[src/rtl/sync_lutram_fifo_1w_2r_pkg.sv]
// Shared helpers for the 1-write / 2-read LUTRAM FIFO.
//   log2x    : ceiling log2, gives the pointer width for a given depth
//   is_pow2  : depth legality check used by the simulation assertion
//   re_e     : encoding of the thermometer-coded dequeue request
package sync_lutram_fifo_1w_2r_pkg;

    typedef enum logic [1:0] {
        RE_NONE    = 2'b00,
        RE_ONE     = 2'b01,
        RE_ILLEGAL = 2'b10,
        RE_TWO     = 2'b11
    } re_e;

    function automatic int log2x(input int v);
        int r;
        r = 0;
        for (int i = 0; i < 31; i++) begin
            if ((1 << i) < v) r = i + 1;
        end
        return r;
    endfunction

    function automatic bit is_pow2(input int v);
        return (v > 0) && ((v & (v - 1)) == 0);
    endfunction

endpackage

[src/rtl/sync_lutram_fifo_1w_2r_if.sv]
// Bus bundle for the 1-write / 2-read FIFO.
//   din/we   : enqueue data and request (producer -> FIFO)
//   re       : thermometer-coded dequeue request (consumer -> FIFO)
//   dout0/1  : the two oldest entries, valid per avail bits
//   avail    : [0] at least one entry, [1] at least two entries
//   empty/full/count : registered occupancy status
interface sync_lutram_fifo_1w_2r_if
    import sync_lutram_fifo_1w_2r_pkg::*;
#(
    parameter int DWIDTH = 1,
    parameter int DEPTH  = 64
);
    localparam int CW = log2x(DEPTH) + 1;

    logic [DWIDTH-1:0] din;
    logic              we;
    logic [1:0]        re;
    logic [DWIDTH-1:0] dout0;
    logic [DWIDTH-1:0] dout1;
    logic [1:0]        avail;
    logic              empty;
    logic              full;
    logic [CW-1:0]     count;

    modport master (
        output din, we, re,
        input  dout0, dout1, avail, empty, full, count
    );

    modport slave (
        input  din, we, re,
        output dout0, dout1, avail, empty, full, count
    );

endinterface

[src/rtl/sync_lutram_fifo_1w_2r_lutram.sv]
// LUTRAM storage: one synchronous write port, two asynchronous read ports.
//   clk        : write clock
//   we_i       : write enable
//   waddr_i    : write address
//   wdata_i    : write data
//   raddr0_i/1 : read addresses
//   rdata0_o/1 : combinational read data
// Contents are intentionally not reset so the array maps onto distributed RAM.
module lutram_1w2r
    import sync_lutram_fifo_1w_2r_pkg::*;
#(
    parameter int DWIDTH = 1,
    parameter int DEPTH  = 64
) (
    input  logic                     clk,
    input  logic                     we_i,
    input  logic [log2x(DEPTH)-1:0]  waddr_i,
    input  logic [DWIDTH-1:0]        wdata_i,
    input  logic [log2x(DEPTH)-1:0]  raddr0_i,
    input  logic [log2x(DEPTH)-1:0]  raddr1_i,
    output logic [DWIDTH-1:0]        rdata0_o,
    output logic [DWIDTH-1:0]        rdata1_o
);

    (* syn_ramstyle = "select_ram" *)
    logic [DWIDTH-1:0] mem_q [DEPTH];

    always_ff @(posedge clk) begin
        if (we_i) mem_q[waddr_i] <= wdata_i;
    end

    assign rdata0_o = mem_q[raddr0_i];
    assign rdata1_o = mem_q[raddr1_i];

endmodule

[src/rtl/sync_lutram_fifo_1w_2r.sv]
// Single-clock FIFO: one enqueue per cycle, up to two in-order dequeues.
//   clk : clock
//   rst : synchronous, active-high reset
//   bus : slave side of sync_lutram_fifo_1w_2r_if
//         (din/we enqueue, re dequeue, dout0/dout1 oldest pair,
//          avail/empty/full/count registered status)
// Status flags are registered from next-count, so no combinational path
// exists from we/re to any flag. Read data is combinational from head, and
// a write is never bypassed to the read ports in the same cycle.
module sync_lutram_fifo_1w_2r
    import sync_lutram_fifo_1w_2r_pkg::*;
#(
    parameter int DWIDTH = 1,
    parameter int DEPTH  = 64
) (
    input  logic                      clk,
    input  logic                      rst,
    sync_lutram_fifo_1w_2r_if.slave   bus
);

    localparam int PW = log2x(DEPTH);
    localparam int CW = PW + 1;

    (* syn_maxfan = 16 *) logic [PW-1:0] head_q;
    (* syn_maxfan = 16 *) logic [PW-1:0] tail_q;
    logic [PW-1:0] head_d;
    logic [PW-1:0] tail_d;
    logic [CW-1:0] count_q;
    logic [CW-1:0] count_d;
    logic          empty_q, empty_d;
    logic          full_q,  full_d;
    logic [1:0]    avail_q, avail_d;

    logic          we_e;
    logic          rd0;
    logic          rd1;
    logic [1:0]    n_rd;

    // rd1 requires rd0's request bit too, so the illegal 10 code dequeues
    // nothing, and 11 with a single entry degrades to a single dequeue.
    always_comb begin
        we_e    = bus.we & ~full_q;
        rd0     = bus.re[0] & avail_q[0];
        rd1     = bus.re[1] & bus.re[0] & avail_q[1];
        n_rd    = {1'b0, rd0} + {1'b0, rd1};
        head_d  = head_q + PW'(n_rd);
        tail_d  = tail_q + PW'(we_e);
        count_d = count_q + CW'(we_e) - CW'(n_rd);
        empty_d = (count_d == '0);
        full_d  = (count_d == CW'(DEPTH));
        avail_d = {(count_d >= CW'(2)), (count_d >= CW'(1))};
    end

    always_ff @(posedge clk) begin
        if (rst) begin
            head_q  <= '0;
            tail_q  <= '0;
            count_q <= '0;
            empty_q <= 1'b1;
            full_q  <= 1'b0;
            avail_q <= 2'b00;
        end else begin
            head_q  <= head_d;
            tail_q  <= tail_d;
            count_q <= count_d;
            empty_q <= empty_d;
            full_q  <= full_d;
            avail_q <= avail_d;
        end
    end

    lutram_1w2r #(
        .DWIDTH (DWIDTH),
        .DEPTH  (DEPTH)
    ) u_mem (
        .clk      (clk),
        .we_i     (we_e),
        .waddr_i  (tail_q),
        .wdata_i  (bus.din),
        .raddr0_i (head_q),
        .raddr1_i (head_q + PW'(1)),
        .rdata0_o (bus.dout0),
        .rdata1_o (bus.dout1)
    );

    assign bus.count = count_q;
    assign bus.empty = empty_q;
    assign bus.full  = full_q;
    assign bus.avail = avail_q;

`ifndef SYNTHESIS
    // Request misuse is reported but tolerated; the gating above already
    // makes every such request harmless.
    always_ff @(posedge clk) begin
        if (!rst) begin
            assert (is_pow2(DEPTH) && DEPTH >= 4)
                else $error("DEPTH must be a power of two and at least 4");
            assert (!(bus.we && full_q))
                else $warning("enqueue while full, write dropped");
            assert (!(bus.re[0] && empty_q))
                else $warning("dequeue while empty, request dropped");
            assert (!(bus.re == RE_TWO && !avail_q[1]))
                else $warning("double dequeue with fewer than two entries");
            assert (bus.re != RE_ILLEGAL)
                else $warning("dequeue code 10 is illegal, nothing dequeued");
        end
    end
`endif

endmodule
[src/flat_wrapper.sv]
// flat-port wrapper written by rule: the top's interface ports become plain ports
module sync_lutram_fifo_1w_2r_flat import sync_lutram_fifo_1w_2r_pkg::*;
#(
    parameter int DWIDTH = 1,
    parameter int DEPTH  = 64
)
  (clk, rst, bus_din, bus_we, bus_re, bus_dout0, bus_dout1, bus_avail, bus_empty, bus_full, bus_count);
  sync_lutram_fifo_1w_2r_if #(.DWIDTH(DWIDTH), .DEPTH(DEPTH)) bus_i ();
  input  logic clk;
  input  logic rst;
  input wire logic [$bits(bus_i.din)-1:0] bus_din;
  input wire logic [$bits(bus_i.we)-1:0] bus_we;
  input wire logic [$bits(bus_i.re)-1:0] bus_re;
  output wire logic [$bits(bus_i.dout0)-1:0] bus_dout0;
  output wire logic [$bits(bus_i.dout1)-1:0] bus_dout1;
  output wire logic [$bits(bus_i.avail)-1:0] bus_avail;
  output wire logic [$bits(bus_i.empty)-1:0] bus_empty;
  output wire logic [$bits(bus_i.full)-1:0] bus_full;
  output wire logic [$bits(bus_i.count)-1:0] bus_count;
  assign bus_i.din = bus_din;
  assign bus_i.we = bus_we;
  assign bus_i.re = bus_re;
  assign bus_dout0 = bus_i.dout0;
  assign bus_dout1 = bus_i.dout1;
  assign bus_avail = bus_i.avail;
  assign bus_empty = bus_i.empty;
  assign bus_full = bus_i.full;
  assign bus_count = bus_i.count;
  sync_lutram_fifo_1w_2r #(.DWIDTH(DWIDTH), .DEPTH(DEPTH)) u_core (.clk(clk), .rst(rst), .bus(bus_i));
endmodule
[config.mk]
export PLATFORM = sky130hd
export DESIGN_NAME = sync_lutram_fifo_1w_2r_flat
export DESIGN_NICKNAME = d
export VERILOG_FILES = /design/src/rtl/sync_lutram_fifo_1w_2r_pkg.sv /design/src/rtl/sync_lutram_fifo_1w_2r_if.sv /design/src/rtl/sync_lutram_fifo_1w_2r_lutram.sv /design/src/rtl/sync_lutram_fifo_1w_2r.sv /design/src/flat_wrapper.sv
export SDC_FILE = /design/constraint.sdc
export NUM_CORES = 1
export LEC_CHECK = 0
export CORE_ASPECT_RATIO = 2
export CORE_MARGIN = 2
export CORE_UTILIZATION = 35
export CTS_BUF_LIST = sky130_fd_sc_hd__clkbuf_8
export DETAILED_ROUTE_END_ITERATION = 8
export SETUP_SLACK_MARGIN = 0.4
export SYNTH_ARGS = -nofsm -noshare
export SYNTH_HDL_FRONTEND = slang
export SYNTH_SLANG_ARGS = --single-unit
[constraint.sdc]
create_clock -name clk -period 3.5 [get_ports clk]
set_input_delay 0.7 -clock clk [delete_from_list [all_inputs] [get_ports clk]]
set_output_delay 0.7 -clock clk [all_outputs]
set_load 0.05 [all_outputs]
==> results.md, run 1 <==
### Global route
* first-pass GRT wire length: 17100 um
* number of antenna violations at the first check in global routing: 0
* total routing resource utilization after global routing: 0.164
* maximum number of pins on one net before global-route repair: 65
* total congestion overflow after global routing: 0
* via count of the first global-routing pass: 3208

### Route
* wire length after detailed routing: 11300 um
* Pre-antenna DRT Iters: 4
* Antenna Nets Post-Route: 0
* mean number of vias per cell: 5.44
* post-detailed-route DRC marker count: 0
* post-detailed-route wirelength per cell: 20.6 um
* first-iteration detailed-routing DRC count: 221
* total via count in the routed design: 2983

### Worst hold path
* number of instances on the worst hold path: 2
* Min-Delay Path Class: reg -> reg
* launch point of the worst hold path: u_core.head_q[5]
* worst hold path endpoint: u_core.head_q[5]

### Worst setup path
* critical path's slowest cell: sky130_fd_sc_hd__mux4_2
* endpoint required time on the critical path: 2.80 ns
* critical path startpoint category: flop
* critical path data arrival time: 2.58 ns
* worst reg-to-reg setup slack: 0.70 ns
* critical path's most frequent cell: sky130_fd_sc_hd__mux4_2
* reg-to-reg critical path endpoint: u_core.bus.count[6]
* start-to-end type of the worst setup path: reg -> out
* highest fanout seen on the critical path: 8
* startpoint of the worst register-to-register path: u_core.bus.avail[1]
* critical path startpoint: u_core.head_q[0]
* Crit path largest cell delay: 0.51 ns
* path depth of the worst reg2reg path: 13
* worst-path cell chain: ha_4 -> mux4_2 -> mux4_2 -> nor2b_4 -> a211oi_2 -> a21oi_2 -> buf_6
* endpoint kind of the worst setup timing path: output port

### Clocking
* clock latency on the worst-skew pair: 0.36 ns
* clock tree from TritonCTS: built
* CTS clk-pin slew, worst paths: 0.09 ns
* buffer depth of the longest clock path: 2
* master cell of the clock root buffer: sky130_fd_sc_hd__clkbuf_8
* H-Tree Level Count: 3
* number of sinks on the clock net: 87
* count of hold buffers inserted by post-cts repair: 0
* Num CTS Buffers: 9

### Floorplanning
* height of the die: 166 um
* overall die width: 84.9 um
* number of rows created at floorplan: 59
* core area: 12900 um^2
* number of top-level pins: 19
* Initial Util: 0.355
* Die Area: 14100 um^2

### Synthesis
* top flip-flop cell by instance count after synthesis: sky130_fd_sc_hd__edfxtp_1
* distinct cell type count of the synthesized netlist: 37
* count of synthesis-stage warnings from yosys: 0
* most common cell in the synthesized netlist: sky130_fd_sc_hd__nor2_1
* top area cells in the synthesized netlist: sky130_fd_sc_hd__edfxtp_1, sky130_fd_sc_hd__mux4_2, sky130_fd_sc_hd__dfxtp_1
* Synth top area share: 0.419
* number of synthesized flops with an enable pin: 64
* Cells after Synth: 354
* post-synthesis instance area: 4590 um^2
* synthesized net count: 376
* share of flip-flops with an asynchronous set or reset: 0
* most instantiated cells after synthesis: sky130_fd_sc_hd__nor2_1, sky130_fd_sc_hd__edfxtp_1, sky130_fd_sc_hd__mux4_2, sky130_fd_sc_hd__dfxtp_1
* post-synthesis sequential element count: 87
* cell type with the highest aggregate area in the netlist: sky130_fd_sc_hd__edfxtp_1
* synthesized area per cell: 13.0 um^2
* sequential fraction of the synthesis area: 0.520

### Power and ir drop
* power consumption: 3.43 mW
* Peak VDD IR: 0.674 mV
* leakage dissipation: 1.84 nW
* P per Cell Area: 629 nW/um^2

### Timing
* Max Clk Rate: 305 MHz
* worst rel slew slack: 0.431
* min setup slack post-route: 0.218 ns
* setup skew after layout: 0.0132 ns
* slew at the pin closest to its max-slew limit: 0.851 ns
* Max Transition Viols Final: 0
* unrepaired setup endpoints after global routing: true
* ratio of final minimum period to clock period: 0.938
* number of endpoints failing setup at the final stage: 0
* number of hold violations in the final report: 0
* Tmin final: 3.28 ns

### Job
* number of max-capacitance violations reported: 0

### Place
* HPWL Detailed: 7520 um
* total of buffers placed on input and output ports: 18
* routability-driven placement congestion ratio: 0.784
* minimum setup slack after placement: -0.176 ns

### Layout
* multi-input gate area in the final layout: 2080 um^2
* number of nets at the end of the flow: 413
* n_diodes: 0
* count of filler cells inserted in the layout: 1184
* layout cell share with drive strength beyond 1: 0.250
* synthesis-to-finish area growth: 18.9%
* sequential cell area in the final layout: 2390 um^2

### Outcome
* outcome: finished clean

-- cells by family after synthesis --
kind of cell,Yosys count,synth area share
adders and majority gates,16,0.0469
xor gates and xnor gates,15,0.0286
muxes,41,0.203
DFF,87,0.520
buffers and inverters,36,0.0374
and+or+nand+nor,131,0.127
AOI/OAI and AO/OA,28,0.0379
-- worst max path at each step --
stage                     endpoint  slack (ns)
6_report                 bus_dout1        0.22
5_1_grt                  bus_dout1        0.15
4_1_cts                  bus_dout1        0.21
3_5_place_dp   u_core.bus.avail[0]       -0.18
3_3_place_gp   u_core.bus.avail[0]       -0.11
2_1_floorplan  u_core.bus.avail[0]        0.43
-- worst max-delay path, delay by kind of cell, from the launching register on --
kind | cells | cell delay, ns
buffers and inverters | 1 | 0.16
adder cells (fa/ha/maj) | 1 | 0.38
flip-flops | 1 | 0.40
AND/OR/NAND/NOR | 1 | 0.15
multiplexers | 2 | 0.84
AO/OA/AOI/OAI | 2 | 0.28
-- per-stage QoR --
| stage | utilization | hold slack [ns] | TNS, ns | std cells | instance area, um^2 |
|---|---|---|---|---|---|
| after floorplan | - | 0.542 | 0 | 354 | 4590 |
| after global placement | 0.383 | 0.590 | -0.451 | 516 | 4950 |
| after detailed placement | 0.383 | 0.622 | -0.712 | 516 | 4950 |
| after CTS | 0.416 | 0.643 | 0 | 543 | 5380 |
| after global routing | 0.422 | 0.679 | 0 | 548 | 5450 |
| final | 0.422 | 0.629 | 0 | 548 | 5450 |
-- report_power, final --
group / leakage (nW) / internal (mW) / switching, mW
sequential: 0.767 / 1.16 / 0.0487
clock: 0.122 / 0.470 / 0.353
combinational: 0.947 / 0.663 / 0.733
-- layout make-up --
cell class | instances | area share
flip-flops and latches | 87 | 0.439
inverters | 14 | 0.00964
well taps | 152 | 0.0349
multi-input cells | 231 | 0.382
clock inverters | 7 | 0.0209
clock buffers | 9 | 0.0227
repair buffers | 48 | 0.0911
-- routing by layer --
layer / up-vias / track usage / share of wire
met5: - / 0 / 0
li1: 1371 / - / -
met1: 1501 / 0.153 / 0.33
met3: 37 / 0.0273 / 0.028
met2: 74 / 0.312 / 0.58
met4: 0 / 0.106 / 0.056
-- sequential cells by signal, summed over array words and instances (netlist names) --
| signal | cells |
|---|---|
| u_core.bus.count | 7 |
| u_core.head_q | 6 |
| u_core.bus.empty | 1 |
| u_core.bus.avail | 2 |
| u_core.tail_q | 6 |
| u_core.bus.full | 1 |
| u_core.u_mem.mem_q | 64 |
-- layout by cell type, fill, tap and decap left out, types with 11 or more instances in the layout --
master                            count
sky130_fd_sc_hd__nor2_1              82
sky130_fd_sc_hd__clkdlybuf4s50_1     14
sky130_fd_sc_hd__inv_1               16
sky130_fd_sc_hd__nand2_1             11
sky130_fd_sc_hd__nor2b_1             12
sky130_fd_sc_hd__ha_1                12
sky130_fd_sc_hd__mux4_2              32
sky130_fd_sc_hd__dfxtp_1             20
sky130_fd_sc_hd__edfxtp_1            64
sky130_fd_sc_hd__buf_4               23
-- repair_timing --
action / 4_1_cts / 5_1_grt
buffers inserted: 9 / 4
resized for setup: 26 / 14
endpoints found under the setup margin: 7 / 3
pin swaps: 11 / 12
cloned: 2 / 1
Power figures use the tool's default switching activity.
==> run 2: changes to the inputs <==
--- a/config.mk
+++ b/config.mk
@@ -10,7 +10,9 @@
 export CORE_UTILIZATION = 35
 export CTS_BUF_LIST = sky130_fd_sc_hd__clkbuf_8
 export DETAILED_ROUTE_END_ITERATION = 8
+export DONT_BUFFER_PORTS = 1
 export SETUP_SLACK_MARGIN = 0.4
+export SLEW_MARGIN = 20
 export SYNTH_ARGS = -nofsm -noshare
 export SYNTH_HDL_FRONTEND = slang
 export SYNTH_SLANG_ARGS = --single-unit
==> run 2 against run 1 <==
Against the previous run:
- register-to-register slack lost 0.15 ns
- critical endpoint unchanged
- global-route usage decreased by 1.3 points
- cell area shrank 4.8%
- largest cell class unchanged
- clock-buffer cell count did not move
==> results.md, run 2 (synthesis results as in run 1) <==
### Timing
* unrepaired setup endpoints after global routing: true, unchanged
* number of hold violations in the final report: 0, unchanged
* Max Clk Rate: 315 MHz, was 305 MHz
* number of endpoints failing setup at the final stage: 0, unchanged
* setup tns final: 0 ns, unchanged
* ratio of final minimum period to clock period: 0.907, was 0.938
* slew at the pin closest to its max-slew limit: 0.562 ns, was 0.851 ns
* Post-Route Hold Slack: 0.392 ns, was 0.629 ns
* worst rel slew slack: 0.625, was 0.431
* setup skew after layout: 0.0108 ns, was 0.0132 ns
* Tmin final: 3.18 ns, was 3.28 ns
* Max Transition Viols Final: 0, unchanged

### Worst setup path
* path depth of the worst reg2reg path: 12, was 13
* highest fanout seen on the critical path: 11, was 8
* Buffers & Inverters on Critical Path: 1, unchanged
* endpoint kind of the worst setup timing path: output port, unchanged
* start-to-end type of the worst setup path: reg -> out, unchanged
* CP Depth: 6, was 7
* Crit path largest cell delay: 0.54 ns, was 0.51 ns
* cell family contributing the most delay on the critical path: multiplexers, unchanged
* worst-path cell chain: buf_12 -> mux4_1 -> mux4_2 -> nor2b_1 -> a211oi_2 -> a21oi_4, was ha_4 -> mux4_2 -> mux4_2 -> nor2b_4 -> a211oi_2 -> a21oi_2 -> buf_6
* critical path's slowest cell: sky130_fd_sc_hd__mux4_1, was sky130_fd_sc_hd__mux4_2
* critical path data arrival time: 2.48 ns, was 2.58 ns
* endpoint required time on the critical path: 2.80 ns, about the same
* critical path startpoint category: flop, unchanged

### Route
* total via count in the routed design: 2864, was 2983
* first-iteration detailed-routing DRC count: 262, was 221
* post-detailed-route wirelength per cell: 19.4 um, was 20.6 um
* mean number of vias per cell: 5.47, was 5.44
* post-detailed-route DRC marker count: 0, unchanged
* wire length after detailed routing: 10200 um, was 11300 um
* Antenna Nets Post-Route: 0, unchanged
* Pre-antenna DRT Iters: 4, unchanged

### Floorplanning
* overall die width: 84.9 um, unchanged
* height of the die: 166 um, unchanged
* Die Area: 14100 um^2, unchanged
* core area: 12900 um^2, unchanged
* number of top-level pins: 19, unchanged
* Initial Util: 0.355, unchanged
* number of rows created at floorplan: 59, unchanged

### Layout
* layout cell share with drive strength beyond 1: 0.204, was 0.250
* commonest non-fill, non-tap cell in the layout: sky130_fd_sc_hd__nor2_1, unchanged
* largest register by flop count: u_core.u_mem.mem_q, unchanged
* final cell count without fillers: 524, was 548
* count of filler cells inserted in the layout: 1163, was 1184
* number of nets at the end of the flow: 389, was 413
* number of flip-flops under the largest register name: 64, unchanged
* commonest non-fill, non-tap cells in the layout: sky130_fd_sc_hd__nor2_1, sky130_fd_sc_hd__edfxtp_1, sky130_fd_sc_hd__mux4_2, unchanged
* synthesis-to-finish area growth: 13.2%, was 18.9%
* n_diodes: 0, unchanged

### Clocking
* buffer depth of the longest clock path: 2, unchanged
* master cell of the clock root buffer: sky130_fd_sc_hd__clkbuf_8, unchanged
* count of hold buffers inserted by post-cts repair: 0, unchanged
* CTS clk-pin slew, worst paths: 0.09 ns, about the same
* clock tree from TritonCTS: built, unchanged
* Num CTS Buffers: 9, unchanged
* H-Tree Level Count: 3, unchanged
* number of sinks on the clock net: 87, unchanged
* clock latency on the worst-skew pair: 0.35 ns, was 0.36 ns

### Global route
* via count of the first global-routing pass: 2941, was 3208
* maximum number of pins on one net before global-route repair: 65, unchanged
* first-pass GRT wire length: 16000 um, was 17100 um
* number of antenna violations at the first check in global routing: 0, unchanged
* total congestion overflow after global routing: 0, unchanged
* total routing resource utilization after global routing: 0.150, was 0.164

### Power and ir drop
* NetSw: 1.01 mW, was 1.13 mW
* fraction of power spent switching nets: 0.318, was 0.331
* leakage dissipation: 1.73 nW, was 1.84 nW
* Int Power: 2.16 mW, was 2.29 mW
* sequential share of power: 0.413, was 0.352
* power consumption: 3.17 mW, was 3.43 mW
* Combinational Power Share: 0.303, was 0.407
* Peak VDD IR: 0.637 mV, was 0.674 mV
* fraction of power consumed by the clock network: 0.285, was 0.240
* P per Cell Area: 612 nW/um^2, was 629 nW/um^2

### Place
* HPWL Detailed: 7290 um, was 7520 um
* routability-driven placement congestion ratio: 0.750, was 0.784
* Post-Place Cells: 499, was 516
* total of buffers placed on input and output ports: 0, was 18

### Job
* number of max-capacitance violations reported: 0, unchanged

### Worst hold path
* number of instances on the worst hold path: 1, was 2
* Min-Delay Path Class: in -> reg, was reg -> reg

### Outcome
* outcome: finished clean, unchanged

run 2: cell type report:
class | instances | area (um^2) | area share
Clock buffer | 9 | 124 | 0.0239
Sequential cell | 87 | 2390 | 0.461
Timing Repair Buffer | 24 | 230 | 0.0444
Tap cell | 152 | 190 | 0.0367
Multi-Input combinational cell | 231 | 2060 | 0.398
Clock inverter | 7 | 136 | 0.0263
Inverter | 14 | 52.6 | 0.0101
run 2: metrics by stage:
step | utilization | area, um^2 | setup WS, ns
after global placement | 0.369 | 4770 | 0.325
after floorplan | - | 4590 | 0.432
after global routing | 0.402 | 5190 | 0.248
after CTS | 0.400 | 5170 | 0.296
after detailed placement | 0.369 | 4770 | 0.183
final | 0.402 | 5190 | 0.324
run 2: power groups by stage:
| stage | Sequential (mW) | Clock, mW | Combinational (mW) |
|---|---|---|---|
| 2_1_floorplan | 1.34 | 0 | 0.693 |
| 3_3_place_gp | 1.33 | 0 | 0.874 |
| 3_5_place_dp | 1.33 | 0 | 0.887 |
| 4_1_cts | 1.31 | 0.908 | 0.962 |
| 5_1_grt | 1.32 | 0.954 | 1.05 |
| 6_report | 1.31 | 0.903 | 0.960 |
run 2: what timing repair did:
item / CTS / global route
buffers inserted: 6 / 2
pin swaps: 2 / 1
setup endpoints to repair: 2 / 2
cloned: 1 / 0
resized for setup: 15 / 1
run 2: routing by layer:
layer	global-route usage	up-vias	part of all wire
met2	0.282	75	0.59
met4	0.0883	0	0.045
met5	0	-	0
met1	0.152	1431	0.34
li1	-	1331	-
met3	0.0224	27	0.025
run 2: final timing paths:
path                            slack, ns                 from                   to
worst max-delay path                 0.32     u_core.head_q[0]            bus_dout1
worst min-delay path                 0.39                  rst     u_core.head_q[1]
worst max register to register       0.55  u_core.bus.avail[1]  u_core.bus.avail[0]
worst min register to register       0.62     u_core.tail_q[0]     u_core.tail_q[0]
==> run 3: changes to the inputs <==
--- a/config.mk
+++ b/config.mk
@@ -15,4 +15,5 @@
 export SLEW_MARGIN = 20
 export SYNTH_ARGS = -nofsm -noshare
 export SYNTH_HDL_FRONTEND = slang
+export SYNTH_HIERARCHICAL = 1
 export SYNTH_SLANG_ARGS = --single-unit
==> run 3 against run 2 <==
Against the previous run:
- area after synthesis rose by 4.7%
- utilization fell by 0.56 points
- cell count rose by 7.6%
- clock power fell by 22%
- via count rose by 9.5%
- non-clock buffer count rose by 2
- first-iteration DRC count fell by 40%
- register-to-register slack improved by 0.07 ns
- synthesized cell count rose by 11%
- critical path type unchanged
==> results.md, run 3 <==
### Layout
* layout cell share with drive strength beyond 1: 0.203, was 0.204
* final cell count without fillers: 564, was 524
* n_diodes: 0, unchanged
* commonest non-fill, non-tap cells in the layout: sky130_fd_sc_hd__nor2_1, sky130_fd_sc_hd__edfxtp_1, sky130_fd_sc_hd__mux4_2, unchanged
* number of flip-flops under the largest register name: 64, unchanged
* largest register by flop count: u_core/u_mem/mem_q, was u_core.u_mem.mem_q
* synthesis-to-finish area growth: 10.8%, was 13.2%
* Final Util: 0.396, was 0.402
* final cell area excluding filler cells: 5320 um^2, was 5190 um^2
* commonest non-fill, non-tap cell in the layout: sky130_fd_sc_hd__nor2_1, unchanged
* number of nets at the end of the flow: 426, was 389

### Timing
* number of endpoints failing setup at the final stage: 0, unchanged
* setup skew after layout: 0.0114 ns, was 0.0108 ns
* ratio of final minimum period to clock period: 0.896, was 0.907
* Tmin final: 3.14 ns, was 3.18 ns
* unrepaired setup endpoints after global routing: true, unchanged
* worst rel slew slack: 0.496, was 0.625
* number of hold violations in the final report: 0, unchanged
* Max Transition Viols Final: 0, unchanged
* Post-Route Hold Slack: 0.399 ns, was 0.392 ns
* setup tns final: 0 ns, unchanged
* slew at the pin closest to its max-slew limit: 0.755 ns, was 0.562 ns
* min setup slack post-route: 0.365 ns, was 0.324 ns
* Max Clk Rate: 319 MHz, was 315 MHz

### Synthesis
* most common cell in the synthesized netlist: sky130_fd_sc_hd__nor2_1, unchanged
* distinct cell type count of the synthesized netlist: 53, was 37
* count of synthesis-stage warnings from yosys: 6, was 0
* synthesized area per cell: 12.3 um^2, was 13.0 um^2
* cell type with the highest aggregate area in the netlist: sky130_fd_sc_hd__edfxtp_1, unchanged
* Synth top area share: 0.400, was 0.419
* top area cells in the synthesized netlist: sky130_fd_sc_hd__edfxtp_1, sky130_fd_sc_hd__dfxtp_1, sky130_fd_sc_hd__mux4_2, was sky130_fd_sc_hd__edfxtp_1, sky130_fd_sc_hd__mux4_2, sky130_fd_sc_hd__dfxtp_1
* Cells after Synth: 392, was 354
* post-synthesis sequential element count: 87, unchanged
* number of synthesized flops with an enable pin: 64, unchanged
* most instantiated cells after synthesis: sky130_fd_sc_hd__nor2_1, sky130_fd_sc_hd__edfxtp_1, sky130_fd_sc_hd__dfxtp_1, sky130_fd_sc_hd__mux4_2, sky130_fd_sc_hd__inv_1, was sky130_fd_sc_hd__nor2_1, sky130_fd_sc_hd__edfxtp_1, sky130_fd_sc_hd__mux4_2, sky130_fd_sc_hd__dfxtp_1
* sequential fraction of the synthesis area: 0.496, was 0.520
* top flip-flop cell by instance count after synthesis: sky130_fd_sc_hd__edfxtp_1, unchanged
* post-synthesis instance area: 4800 um^2, was 4590 um^2
* synthesized net count: 414, was 376
* share of flip-flops with an asynchronous set or reset: 0, unchanged

### Route
* first-iteration detailed-routing DRC count: 156, was 262
* mean number of vias per cell: 5.56, was 5.47
* post-detailed-route wirelength per cell: 19.3 um, was 19.4 um
* wire length after detailed routing: 10900 um, was 10200 um
* Antenna Nets Post-Route: 0, unchanged
* total via count in the routed design: 3135, was 2864
* post-detailed-route DRC marker count: 0, unchanged
* Pre-antenna DRT Iters: 4, unchanged

### Floorplanning
* number of rows created at floorplan: 60, was 59
* overall die width: 86.8 um, was 84.9 um
* height of the die: 170 um, was 166 um
* Initial Util: 0.357, was 0.355
* core area: 13400 um^2, was 12900 um^2
* number of top-level pins: 19, unchanged
* Die Area: 14700 um^2, was 14100 um^2

### Worst setup path
* critical path's most frequent cell: sky130_fd_sc_hd__buf_6
* critical path startpoint category: flop, unchanged
* worst-path cell chain: ha_4 -> xor2_2 -> buf_6 -> buf_6 -> mux4_2 -> nand2_1 -> a311oi_1 -> a311oi_1 -> o31ai_2 -> buf_6, was buf_12 -> mux4_1 -> mux4_2 -> nor2b_1 -> a211oi_2 -> a21oi_4
* highest fanout seen on the critical path: 7, was 11
* startpoint of the worst register-to-register path: u_core/bus.avail[1], was u_core.bus.avail[1]
* cell family contributing the most delay on the critical path: compound AO/OA/AOI/OAI gates, was multiplexers
* critical path's slowest cell: sky130_fd_sc_hd__dfxtp_4, was sky130_fd_sc_hd__mux4_1
* critical path startpoint: u_core/head_q[0], was u_core.head_q[0]
* endpoint required time on the critical path: 2.80 ns, about the same
* start-to-end type of the worst setup path: reg -> out, unchanged
* endpoint kind of the worst setup timing path: output port, unchanged
* critical path data arrival time: 2.44 ns, was 2.48 ns
* Buffers & Inverters on Critical Path: 3, was 1
* Crit path largest cell delay: 0.40 ns, was 0.54 ns

### Worst hold path
* Min-Delay Path Class: in -> reg, unchanged
* launch point of the worst hold path: rst, unchanged

### Clocking
* Num CTS Buffers: 9, unchanged
* H-Tree Level Count: 3, unchanged
* clock tree from TritonCTS: built, unchanged
* master cell of the clock root buffer: sky130_fd_sc_hd__clkbuf_8, unchanged
* CTS clk-pin slew, worst paths: 0.09 ns, about the same
* clock latency on the worst-skew pair: 0.36 ns, was 0.35 ns
* number of sinks on the clock net: 87, unchanged
* buffer depth of the longest clock path: 2, unchanged

### Power and ir drop
* leakage dissipation: 1.76 nW, was 1.73 nW
* Int Power: 2.01 mW, was 2.16 mW
* Combinational Power Share: 0.358, was 0.303
* sequential share of power: 0.418, was 0.413
* NetSw: 1.14 mW, was 1.01 mW
* P per Cell Area: 591 nW/um^2, was 612 nW/um^2
* fraction of power spent switching nets: 0.363, was 0.318
* Peak VDD IR: 0.444 mV, was 0.637 mV
* power consumption: 3.15 mW, was 3.17 mW
* fraction of power consumed by the clock network: 0.224, was 0.285

### Place
* minimum setup slack after placement: 0.176 ns, was 0.183 ns
* total of buffers placed on input and output ports: 0, unchanged
* Cell Area, Placed: 4970 um^2, was 4770 um^2
* Post-Place Cells: 537, was 499
* routability-driven placement congestion ratio: 0.827, was 0.750
* HPWL Detailed: 8100 um, was 7290 um

### Job
* number of max-capacitance violations reported: 0, unchanged

### Global route
* total routing resource utilization after global routing: 0.154, was 0.150
* first-pass GRT wire length: 17000 um, was 16000 um
* via count of the first global-routing pass: 3309, was 2941
* maximum number of pins on one net before global-route repair: 65, unchanged
* total congestion overflow after global routing: 0, unchanged
* number of antenna violations at the first check in global routing: 0, unchanged

### Outcome
* outcome: finished clean, unchanged

==> run 3: changes by cell type after synthesis, moves of 3 or more <==
cell,delta
sky130_fd_sc_hd__mux4_2,-6
sky130_fd_sc_hd__nor3_1,+12
sky130_fd_sc_hd__nand2_1,+4
sky130_fd_sc_hd__nand2b_1,+5
sky130_fd_sc_hd__inv_1,+3
sky130_fd_sc_hd__mux2i_1,+11
sky130_fd_sc_hd__a21oi_1,-3
sky130_fd_sc_hd__nor2_1,-6
sky130_fd_sc_hd__nand3_1,+5
==> run 3: power groups by stage <==
stage | registers [mW] | logic (mW) | clock network [mW]
after floorplan | 1.35 | 0.814 | 0
after global placement | 1.33 | 1.02 | 0
after detailed placement | 1.34 | 1.04 | 0
after CTS | 1.32 | 1.08 | 0.719
after global routing | 1.32 | 1.22 | 0.752
final | 1.32 | 1.13 | 0.704
==> run 3: path summary, 6_finish.rpt <==
kind / endpoint / slack, ns / depth (start not counted)
min: u_core/head_q[1] / 0.40 / 1
max reg2reg: u_core/bus.avail[0] / 0.62 / 13
max: bus_dout1 / 0.36 / 10
min reg2reg: u_core/head_q[5] / 0.59 / 2
==> run 3: cell type report <==
type	instances	area, um^2
clock buffers	10	138
clock inverters	6	62.6
fillers	1247	8120
inverters	17	66.3
multi-input cells	263	2240
flip-flops and latches	87	2390
well taps	155	194
repair buffers	26	233
==> run 3: cells by family after synthesis <==
kind of cell    after synthesis  share of synthesized area
compound gates               30                     0.0435
mux                          48                      0.193
fa+ha+maj                    16                     0.0448
xor+xnor                     15                     0.0274
simple gates                154                      0.153
flops                        87                      0.496
buf+inv                      42                     0.0422
==> run 3: timing repair <==
| action | 4_1_cts | 5_1_grt |
|---|---|---|
| setup endpoints to repair | 2 | 4 |
| gates resized for setup | 18 | 11 |
| pin swaps | 1 | 7 |
| buffers inserted | 3 | 7 |
| gates cloned | 1 | 0 |
| hold buffers | 0 | 0 |
==> run 3: routing by layer <==
metal | track usage | vias to the layer above | routed length (um)
met5 | 0 | - | 0
met4 | 0.0740 | 0 | 337
met3 | 0.0263 | 22 | 413
met2 | 0.305 | 69 | 6380
met1 | 0.145 | 1574 | 3730
li1 | - | 1470 | -
